`config.mk`:
```
export PLATFORM = sky130hd
export DESIGN_NAME = fetch_prefetch_unit
export DESIGN_NICKNAME = d
export VERILOG_FILES = /design/src/rtl/fetch_prefetch_unit.sv
export SDC_FILE = /design/constraint.sdc
export NUM_CORES = 1
export LEC_CHECK = 0
export BUFFER_PORTS_ARGS = -buffer_cell sky130_fd_sc_hd__buf_4
export CORE_UTILIZATION = 46
export DETAILED_ROUTE_END_ITERATION = 6
export PLACE_DENSITY = 0.66
export SYNTH_ARGS = -nofsm -noshare
export SYNTH_HDL_FRONTEND = slang
export SYNTH_SLANG_ARGS = --single-unit
```
`constraint.sdc`:
```
create_clock -name clk_i -period 4.25 [get_ports clk_i]
set_input_delay 0.6375 -clock clk_i [delete_from_list [all_inputs] [get_ports clk_i]]
set_output_delay 0.6375 -clock clk_i [all_outputs]
set_load 0.005 [all_outputs]
```
`src/rtl/fetch_prefetch_unit.sv`:
```
// Instruction prefetch unit: issues sequential fetches, buffers in-order responses in a
// small queue toward decode, and flushes/drops stale responses on a redirect.
module fetch_prefetch_unit #(
    parameter int unsigned     XLEN        = 32,
    parameter logic [XLEN-1:0] RESET_PC    = XLEN'(32'h8000_0000),
    parameter int unsigned     QUEUE_DEPTH = 4
) (
    input  logic            clk_i,
    input  logic            rst_i,
    input  logic            enable_i,
    output logic            mem_req_valid_o,
    input  logic            mem_req_ready_i,
    output logic [XLEN-1:0] mem_addr_o,
    input  logic            mem_rsp_valid_i,
    input  logic [XLEN-1:0] mem_rsp_data_i,
    input  logic            redirect_i,
    input  logic [XLEN-1:0] redirect_pc_i,
    output logic            instr_valid_o,
    input  logic            instr_ready_i,
    output logic [XLEN-1:0] instr_o,
    output logic [XLEN-1:0] instr_pc_o
);

    localparam int unsigned     PW      = (QUEUE_DEPTH > 1) ? $clog2(QUEUE_DEPTH) : 1;
    localparam int unsigned     CW      = PW + 1;
    localparam logic [XLEN-1:0] PC_STEP = XLEN'(4);

    logic [XLEN-1:0] pc_q;
    logic [XLEN-1:0] rsp_pc_q;
    logic [XLEN-1:0] data_q [QUEUE_DEPTH];
    logic [XLEN-1:0] ipc_q  [QUEUE_DEPTH];
    logic [PW-1:0]   wptr_q;
    logic [PW-1:0]   rptr_q;
    logic [CW-1:0]   count_q;
    logic [CW-1:0]   out_q;
    logic [CW-1:0]   out_d;
    logic [CW-1:0]   stale_q;
    logic            req_hs;
    logic            rsp_live;
    logic            enq;
    logic            deq;
    logic [XLEN-1:0] redirect_tgt;
    logic            unused_pc_bits;

    assign redirect_tgt   = {redirect_pc_i[XLEN-1:2], 2'b00};
    assign unused_pc_bits = ^redirect_pc_i[1:0];

    // Outstanding requests reserve queue slots, so the queue can never overflow.
    assign mem_req_valid_o = !rst_i && enable_i && !redirect_i &&
                             ((count_q + out_q) < CW'(QUEUE_DEPTH));
    assign mem_addr_o      = pc_q;
    assign req_hs          = mem_req_valid_o && mem_req_ready_i;
    assign out_d           = out_q + CW'(req_hs) - CW'(mem_rsp_valid_i);

    assign rsp_live      = mem_rsp_valid_i && (stale_q == '0);
    assign enq           = rsp_live && !redirect_i;
    assign instr_valid_o = (count_q != '0);
    assign deq           = instr_valid_o && instr_ready_i;
    assign instr_o       = instr_valid_o ? data_q[rptr_q] : '0;
    assign instr_pc_o    = instr_valid_o ? ipc_q[rptr_q]  : '0;

    // Control state; rsp_pc_q tracks the PC of the next non-stale response.
    always_ff @(posedge clk_i) begin
        if (rst_i) begin
            pc_q     <= RESET_PC;
            rsp_pc_q <= RESET_PC;
            wptr_q   <= '0;
            rptr_q   <= '0;
            count_q  <= '0;
            out_q    <= '0;
            stale_q  <= '0;
        end else begin
            out_q <= out_d;
            if (redirect_i) begin
                pc_q     <= redirect_tgt;
                rsp_pc_q <= redirect_tgt;
                stale_q  <= out_d;
                wptr_q   <= '0;
                rptr_q   <= '0;
                count_q  <= '0;
            end else begin
                if (req_hs) begin
                    pc_q <= pc_q + PC_STEP;
                end
                if (mem_rsp_valid_i && !rsp_live) begin
                    stale_q <= stale_q - CW'(1);
                end
                if (enq) begin
                    wptr_q   <= wptr_q + PW'(1);
                    rsp_pc_q <= rsp_pc_q + PC_STEP;
                end
                if (deq) begin
                    rptr_q <= rptr_q + PW'(1);
                end
                count_q <= count_q + CW'(enq) - CW'(deq);
            end
        end
    end

    // Queue storage needs no reset; the head is masked while the queue is empty.
    always_ff @(posedge clk_i) begin
        if (enq && !rst_i) begin
            data_q[wptr_q] <= mem_rsp_data_i;
            ipc_q[wptr_q]  <= rsp_pc_q;
        end
    end

endmodule

```
==> results.cfg, run 1 <==
[status]
outcome = finished, final reports clean

[sta]
hold_violations = 0
fin_skew_ns = 0.0103
maxSlewHeadroom_pct = 34.9
post-route-min-period_ns = 3.42
setup_viol = 0
max_freq_mhz = 292
tightest_slew_ns = 0.976
finalMaxSlewViolations = 0
setup_slack_ns = 0.830
setup_tns_ns = 0
period_share_pct = 80.5
fin_hold_ws_ns = 0.333
rsz0062_at_grt = no

[layout]
layout_commonest_cell = edfxtp_1
final_cell_mix = edfxtp_1, buf_4, dfxtp_1
syn_to_final_growth_pct = 19.8
fin_nets = 1133
insertedDiodeCount = 0
drive_above_1_share_pct = 29.3
fin_cells = 1453
stdcell_area_sq_mm = 0.0163
utilization_pct = 56.4

[setup_path]
r2r_start = count_q[1]$_SDFF_PP0_
cp.required_ns = 4.63
path_common_cell = ha_1
r2r-end = stale_q[2]$_SDFFE_PP0P_
path_class = reg -> reg
ff2ff_path_depth = 15
cp-start-kind = register
path_max_fanout = 18
rrSetupSlack_ns = 0.83
cpPeakStageDelay_ns = 0.51
path_cells = ha_1 > a31oi_2 > xnor2_4 > and2_2 > inv_2 > ha_1 > inv_1 > ha_1 > inv_1 > fa_1 > xor2_1 > xnor2_1 > nor2_1 > nand2_1 > o21ai_0
cp-end-kind = register
cp.arrival_ns = 3.80
cp_slowest_cell = xnor2_4

[detailed_routing]
vias = 7965
ant_nets = 0
drcViolationCount = 0
via_per_inst = 5.48
drtIter0Drc = 528
wirelength_um = 28000
drtPass1Iterations = 5
wire_per_inst_um = 19.3

[yosys]
synth_top_flop_cell = edfxtp_1
yosys.area_share.simple_pct = 10.6
yosysWarnings = 0
syn_area_sq_mm = 0.0136
synth_top_family_by_area = multiplexers
synthArstFlopShare_pct = 0
yosysSeqAreaShare_pct = 65.9
synthesis.instances = 884
syn_avg_cell_area_sq_um = 15.4
synth_edf_count = 248
ys_seq_elements = 323
synth_xor_area_share_pct = 3.16
synthMuxAreaShare_pct = 10.7
ys_types = 63
synth_compound_area_share_pct = 5.76
synth_fa_ha_area_share_pct = 1.49

[placed_design]
post-place-cells = 1394
place_congestion = 0.842
hpwlAfterDp_um = 17300
io_buffers = 162
dpl_cell_area_sq_mm = 0.0152
place_ws_ns = 0.842

[clock_network]
cts_root_buf = clkbuf_16
clk_pin_slew_ns = 0.06
cts_tree = built
cts_sinks = 323
cts_resized = 0
h-tree-depth = 2
ctsHoldBuffers = 0
postCtsSetupBuffers = 0
clk_latency_ns = 0.50
max-clock-path-buffers = 3
cts_buffers = 35

[worst_hold_path]
whs_endpoint = data_q[0][5]$_DFFE_PP_
min_delay_path_depth = 1
min-delay-start = mem_rsp_data_i[5]
holdCritPathClass = in -> reg

[pwr]
leakagePower_nw = 5.65
power_density_mw_per_mm2 = 436
total_power_mw = 7.09
ir_drop_mv = 0.261

[global_route]
antenna_found_initial = 0
grt_overflow = 0
track_usage_pct = 18.8
grt_max_degree = 73
grt_pass1_wl_um = 44400
grt_pass1_vias = 8077

[floorplanning]
rows = 62
start_util_pct = 47.1
fp.coreArea_sq_mm = 0.0289
dieArea_sq_mm = 0.0302
die_w_um = 174
pin_count = 169
die_y_um = 174

[flow_run]
drv_cap = 0
[report_power, final]
group | total, mW | leakage, nW | internal (mW) | switching (mW)
Clock | 2.80 | 0.519 | 1.63 | 1.17
Combinational | 0.680 | 2.25 | 0.345 | 0.336
Sequential | 3.61 | 2.88 | 3.51 | 0.103
[critical path: cells and delay by family, from the launching register on]
| family | cells | cell delay, ns |
|---|---|---|
| flops | 1 | 0.35 |
| compound gates | 2 | 0.22 |
| buf+inv | 3 | 0.27 |
| xor+xnor | 3 | 0.81 |
| fa+ha+maj | 4 | 1.10 |
| simple gates | 3 | 0.55 |
[cells in the mapped netlist, types with 4 or more instances]
cell type / count / area share, %
edfxtp_1: 248 / 55
dfxtp_1: 75 / 11
and2_1: 70 / 3.2
mux4_2: 62 / 10
nand2_1: 40 / 1.1
clkbuf_1: 29 / 0.80
xnor2_1: 28 / 1.8
nand4_1: 26 / 1.2
nor2_1: 25 / 0.69
a21boi_0: 23 / 1.3
inv_1: 22 / 0.61
a21oi_1: 18 / 0.66
o21a_1: 18 / 0.99
nand3_1: 17 / 0.63
xor2_1: 16 / 1.0
and3_1: 13 / 0.60
ha_1: 13 / 1.2
nor3_1: 13 / 0.48
buf_2: 11 / 0.41
a211oi_1: 8 / 0.44
a31oi_1: 8 / 0.37
nor4_1: 8 / 0.37
o21ai_0: 8 / 0.29
o31a_1: 8 / 0.52
or3_1: 7 / 0.32
and4_1: 6 / 0.39
buf_1: 6 / 0.17
buf_4: 4 / 0.22
mux2i_1: 4 / 0.29
[worst max path at each step]
stage                     startpoint                 endpoint  cells after the start
2_1_floorplan        mem_rsp_valid_i   data_q[0][0]$_DFFE_PP_                      4
3_3_place_gp     out_q[1]$_SDFF_PP0_  stale_q[2]$_SDFFE_PP0P_                     15
3_5_place_dp     out_q[1]$_SDFF_PP0_  stale_q[2]$_SDFFE_PP0P_                     15
4_1_cts          out_q[1]$_SDFF_PP0_  stale_q[2]$_SDFFE_PP0P_                     15
5_1_grt          out_q[1]$_SDFF_PP0_  stale_q[2]$_SDFFE_PP0P_                     15
6_report       count_q[1]$_SDFF_PP0_  stale_q[2]$_SDFFE_PP0P_                     15
[state kept, by name, indices dropped and copies added (netlist names), named ones only]
register    flops
ipc_q         120
count_q         3
stale_q         3
rsp_pc_q       30
out_q           3
data_q        128
rptr_q          2
wptr_q          2
mem_addr_o     30
[area by class of cell]
type	instances	area [sq um]
Timing Repair Buffer	175	1360
Clock inverter	15	116
Clock buffer	44	941
Multi-Input combinational cell	488	4330
Tap cell	384	480
Inverter	24	90.1
Fill cell	2307	12600
Sequential cell	323	8950
[layer usage]
layer | global-route usage [%] | vias up | routed length, um
met5 | 0 | - | 0
met4 | 4.86 | 0 | 478
met3 | 3.03 | 36 | 1520
met2 | 29.4 | 243 | 12800
met1 | 27.5 | 3960 | 13200
li1 | - | 3726 | -
[cells by family (layout without fill, tap and decap cells)]
family / count (synthesis) / in the layout
XOR/XNOR: 46 / 46
AND/OR/NAND/NOR: 246 / 246
buffers and inverters: 76 / 258
adder cells (fa/ha/maj): 15 / 15
flip-flops: 323 / 323
multiplexers: 67 / 67
other: 1 / 4
AO/OA/AOI/OAI: 110 / 110
Power figures use the tool's default switching activity.
==> run 2, diff against run 1 <==
==> constraint.sdc (replaced) <==
create_clock -name clk_i -period 3.5 [get_ports clk_i]
set_input_delay 0.525 -clock clk_i [delete_from_list [all_inputs] [get_ports clk_i]]
set_output_delay 0.525 -clock clk_i [all_outputs]
set_load 0.005 [all_outputs]
==> run 2 against run 1 <==
  * Clock skew increased by 0.012 ns
  * Sequential power increased by 21%
  * Cell count increased by 0.76%
  * Routed wire length increased by 0.74%
  * Via count increased by 0.34%
  * Largest cell class unchanged
  * Power increased by 24%
  * First-iteration DRC count increased by 6.4%
  * Sequential cell count unchanged
  * Cell area increased by 0.72%
  * Critical path depth unchanged
  * Die area unchanged
==> results.cfg, run 2 (synthesis gave the netlist of run 1 again) <==
[sta]
finalMaxSlewViolations = 0
setup_viol = 0
setup_tns_ns = 0
period_share_pct = 85.9
tightest_slew_ns = 0.835
maxSlewHeadroom_pct = 44.3
max_freq_mhz = 333
rsz0062_at_grt = no
hold_violations = 0
fin_skew_ns = 0.0228
post-route-min-period_ns = 3.01

[global_route]
antenna_found_initial = 0
grt_max_degree = 73
grt_pass1_wl_um = 44500
grt_pass1_vias = 7937
track_usage_pct = 19.0
grt_overflow = 0

[clock_network]
cts_buffers = 34
clk_pin_slew_ns = 0.06
clk_latency_ns = 0.51
cts_resized = 0
cts_root_buf = clkbuf_16
ctsHoldBuffers = 0
cts_tree = built
postCtsSetupBuffers = 0
h-tree-depth = 2
cts_sinks = 323
max-clock-path-buffers = 3

[layout]
final_cell_mix = edfxtp_1, buf_4, dfxtp_1
registers.top_by_ff_count = data_q
multi_input_area_sq_mm = 0.00433
syn_to_final_growth_pct = 20.6
reg.largest.list = data_q (128), ipc_q (120)
drive_above_1_share_pct = 29.6
insertedDiodeCount = 0
final-seq-area_sq_mm = 0.00895
utilization_pct = 56.8
fin_nets = 1140
largest_reg_flops = 128
layout_commonest_cell = edfxtp_1
fillers = 2312
stdcell_area_sq_mm = 0.0164

[floorplanning]
dieArea_sq_mm = 0.0302
die_y_um = 174
fp.coreArea_sq_mm = 0.0289
start_util_pct = 47.1
rows = 62
pin_count = 169
die_w_um = 174

[worst_hold_path]
holdCritPathClass = in -> reg

[status]
outcome = finished, final reports clean

[detailed_routing]
ant_nets = 0
wirelength_um = 28200
drtIter0Drc = 562
drtPass1Iterations = 5
wire_per_inst_um = 19.3
vias = 7992
drcViolationCount = 0
via_per_inst = 5.46

[pwr]
power_density_mw_per_mm2 = 535
leakagePower_nw = 5.71
ir_drop_mv = 0.240

[setup_path]
cp-end-kind = register
cp-start-kind = register
cp_slowest_cell = dfxtp_1
path_common_cell = ha_1
cp.arrival_ns = 3.39
path_class = reg -> reg
cp_top_family = adder cells
crit_buf_inv = 3
cpPeakStageDelay_ns = 0.40
path_cells = ha_1 > a31oi_2 > xnor2_4 > and2_2 > inv_2 > ha_1 > inv_1 > ha_1 > inv_1 > fa_1 > xor2_1 > xnor2_1 > nor2_1 > nand2_1 > o21ai_0
path_max_fanout = 11
cp.required_ns = 3.88

[flow_run]
drv_cap = 0

[placed_design]
place_congestion = 0.825
hpwlAfterDp_um = 18100
io_buffers = 162
dpl_cell_area_sq_mm = 0.0153
-- run 2: cell count changes in the layout (fill, tap and decap cells not counted), sizes merged --
cell    previous run  this run
bufinv             1         2
clkinv            11         7
buf              175       183
clkbuf            44        52
inv               26        24
-- run 2: layer usage --
metal / global-route usage, % / vias to the layer above / routed length, um
met2: 29.3 / 275 / 12800
met1: 27.7 / 3945 / 13100
met4: 5.26 / 0 / 572
li1: - / 3732 / -
met5: 0 / - / 0
met3: 3.27 / 40 / 1690
-- run 2: worst paths after layout --
| path | from | to | slack (ns) | depth (start not counted) |
|---|---|---|---|---|
| setup / recovery | out_q[1]$_SDFF_PP0_ | stale_q[2]$_SDFFE_PP0P_ | 0.49 | 15 |
| hold / removal | mem_rsp_data_i[21] | data_q[0][21]$_DFFE_PP_ | 0.22 | 1 |
| setup reg to reg | out_q[1]$_SDFF_PP0_ | stale_q[2]$_SDFFE_PP0P_ | 0.49 | 15 |
| hold reg to reg | rptr_q[1]$_SDFFE_PP0P_ | register | 0.53 | 2 |
-- run 2: area by class of cell --
class | count | area share (%)
clock buffer | 52 | 6.11
clock inverter | 10 | 0.611
inverter | 24 | 0.550
multi-input combinational | 488 | 26.4
sequential | 323 | 54.6
tap | 384 | 2.93
timing repair buffer | 183 | 8.76
-- run 2: worst reg2reg max path, stage by stage (launching register included) --
cell,delay [ns]
dfxtp_1,0.40
ha_1,0.27
a31oi_2,0.31
xnor2_4,0.11
and2_2,0.21
inv_2,0.17
ha_1,0.27
inv_1,0.05
ha_1,0.12
inv_1,0.05
fa_1,0.37
xor2_1,0.16
xnor2_1,0.16
nor2_1,0.07
nand2_1,0.09
o21ai_0,0.08
-- run 2: report_power, final --
part	leakage [nW]	internal (mW)	switching, mW
clock network	0.537	2.13	1.41
registers	2.88	4.26	0.124
logic	2.30	0.432	0.417
total	5.71	6.82	1.95
-- run 2: per-stage QoR --
| step | power (mW) | instances | worst slack (ns) | hold WS, ns |
|---|---|---|---|---|
| after floorplan | 4.91 | 887 | 0.342 | 0.475 |
| after global placement | 5.30 | 1402 | 0.556 | 0.514 |
| after detailed placement | 5.32 | 1402 | 0.511 | 0.509 |
| after CTS | 8.85 | 1464 | 0.489 | 0.200 |
| after global routing | 9.08 | 1464 | 0.258 | 0.207 |
| final | 8.76 | 1464 | 0.494 | 0.224 |
==> run 3, diff against run 2 <==
--- a/config.mk
+++ b/config.mk
@@ -6,9 +6,11 @@
 export NUM_CORES = 1
 export LEC_CHECK = 0
 export BUFFER_PORTS_ARGS = -buffer_cell sky130_fd_sc_hd__buf_4
+export CORE_ASPECT_RATIO = 2
 export CORE_UTILIZATION = 46
 export DETAILED_ROUTE_END_ITERATION = 6
 export PLACE_DENSITY = 0.66
+export RECOVER_POWER = 50
 export SYNTH_ARGS = -nofsm -noshare
 export SYNTH_HDL_FRONTEND = slang
 export SYNTH_SLANG_ARGS = --single-unit
==> run 3 against run 2 <==
  * The run now ends with capacitance limit, slew limit left
  * Core utilization is 1.0 points lower
  * Setup slack better by 0.018 ns
  * Clock skew is 0.011 ns lower
  * Power is 4.4% lower
  * Cell count is 2.3% lower
  * Sequential share of layout area is 0.82 points higher
  * Via count is 0.31% lower
  * Cell area is 1.5% lower
  * Global-route usage is 0.65 points higher
  * First-iteration DRC count is 4.4% lower
  * Combinational power is 2% lower
  * Maximum frequency is 0.61% higher
  * Largest power group unchanged
  * Highest routed layer unchanged
==> results.cfg, run 3 (synthesis gave the netlist of run 1 again) <==
[layout]
reg.largest.list = data_q (128), ipc_q (120)
drive_above_1_share_pct = 26.4
largest_reg_flops = 128
syn_to_final_growth_pct = 18.8
utilization_pct = 55.8
final-seq-area_sq_mm = 0.00895
fin_nets = 1138
layout_commonest_cell = edfxtp_1
insertedDiodeCount = 0
fillers = 2415
final_cell_mix = edfxtp_1, buf_4, dfxtp_1
multi_input_area_sq_mm = 0.00432
registers.top_by_ff_count = data_q

[detailed_routing]
vias = 7967
via_per_inst = 5.57
wirelength_um = 28500
drtIter0Drc = 537
drtPass1Iterations = 5
wire_per_inst_um = 19.9
ant_nets = 0
drcViolationCount = 0

[sta]
hold_violations = 0
tightest_slew_ns = 1.56
setup_viol = 0
max_freq_mhz = 335
rsz0062_at_grt = no
setup_tns_ns = 0
maxSlewHeadroom_pct = -4.24
fin_skew_ns = 0.0116
period_share_pct = 85.4
post-route-min-period_ns = 2.99
finalMaxSlewViolations = 30

[worst_hold_path]
holdCritPathClass = in -> reg
min_delay_path_depth = 3

[global_route]
grt_max_degree = 73
grt_pass1_vias = 8321
antenna_found_initial = 1
track_usage_pct = 19.6
grt_pass1_wl_um = 44800
grt_overflow = 0

[pwr]
leakagePower_nw = 5.52
ir_drop_mv = 0.356
power_density_mw_per_mm2 = 519

[status]
outcome = finished with violations
violations = capacitance limit, slew limit

[clock_network]
max-clock-path-buffers = 3
clk_pin_slew_ns = 0.07
cts_tree = built
cts_root_buf = clkbuf_16
h-tree-depth = 1
ctsHoldBuffers = 0
cts_sinks = 323
cts_buffers = 27
clk_latency_ns = 0.54
postCtsSetupBuffers = 0
cts_resized = 0

[placed_design]
hpwlAfterDp_um = 19000
place_congestion = 0.922
io_buffers = 162

[setup_path]
cp.required_ns = 3.92
path_cells = clkbuf_4 > clkbuf_1 > inv_2 > clkbuf_2 > nand2_1 > o21ai_0
path_class = in -> reg
ff2ff_path_depth = 15
cp_top_family = buffers and inverters
cp-start-kind = input port
cpPeakStageDelay_ns = 1.13
cp_slowest_cell = clkbuf_1
cp-end-kind = register
path_max_fanout = 72
crit_cells = 6
cp.arrival_ns = 3.40
crit_buf_inv = 4

[flow_run]
drv_cap = 1

[floorplanning]
fp.coreArea_sq_mm = 0.0290
die_w_um = 124
die_y_um = 245
pin_count = 169
dieArea_sq_mm = 0.0303
start_util_pct = 46.9
rows = 88
-- run 3: changes by cell type in the layout (fill, tap and decap cells not counted), moves of 2 or more --
| cell | previous run | this run |
|---|---|---|
| and3_1 | 9 | 11 |
| and3_2 | 4 | 2 |
| buf_12 | 5 | 10 |
| buf_4 | 178 | 112 |
| bufinv_16 | 2 | 5 |
| clkbuf_1 | 13 | 36 |
| clkbuf_16 | 37 | 27 |
| clkbuf_4 | 0 | 30 |
| inv_6 | 0 | 4 |
-- run 3: area by class of cell --
cell class | count | share of cell area [%]
Tap cell | 360 | 2.79
Sequential cell | 323 | 55.4
Clock buffer | 29 | 4.29
Multi-Input combinational cell | 488 | 26.7
Clock inverter | 19 | 1.49
Timing Repair Buffer | 188 | 8.69
Inverter | 24 | 0.558
-- run 3: layer usage --
| metal | up-vias | track usage (%) | share of wire, % |
|---|---|---|---|
| li1 | 3731 | - | - |
| met1 | 3978 | 21.9 | 37 |
| met2 | 204 | 37.1 | 56 |
| met3 | 54 | 1.84 | 3.6 |
| met4 | 0 | 7.83 | 3.1 |
| met5 | - | 0 | 0 |
-- run 3: worst paths after layout --
check / start / end / slack [ns]
hold / removal: redirect_pc_i[9] / rsp_pc_q[9]$_SDFFE_PP0P_ / 0.23
setup / recovery: redirect_i / stale_q[2]$_SDFFE_PP0P_ / 0.51
setup reg to reg: out_q[1]$_SDFF_PP0_ / stale_q[2]$_SDFFE_PP0P_ / 0.53
hold reg to reg: rptr_q[1]$_SDFFE_PP0P_ / rptr_q[1]$_SDFFE_PP0P_ / 0.52
-- run 3: where the power goes --
group	internal [mW]	leakage [nW]	switching, mW
Combinational	0.417	2.19	0.413
Sequential	4.25	2.88	0.114
Clock	1.82	0.455	1.36
-- run 3: worst min-delay path, delay by kind of cell --
kind / cells / cell delay [ns]
buffers and inverters: 1 / 0.09
multiplexers: 1 / 0.05
AND/OR/NAND/NOR: 1 / 0.07
-- run 3: stage by stage --
step / instance area, sq um / std cells / power, mW / setup WS, ns / hold WS, ns
detailed placement: 15400 / 1383 / 5.32 / 0.640 / 0.514
floorplan: 13600 / 887 / 4.91 / 0.342 / 0.475
CTS: 16300 / 1431 / 8.51 / 0.541 / 0.154
global placement: 15400 / 1383 / 5.30 / 0.672 / 0.507
finish: 16100 / 1431 / 8.37 / 0.512 / 0.228
global route: 16100 / 1431 / 8.71 / 0.318 / 0.239
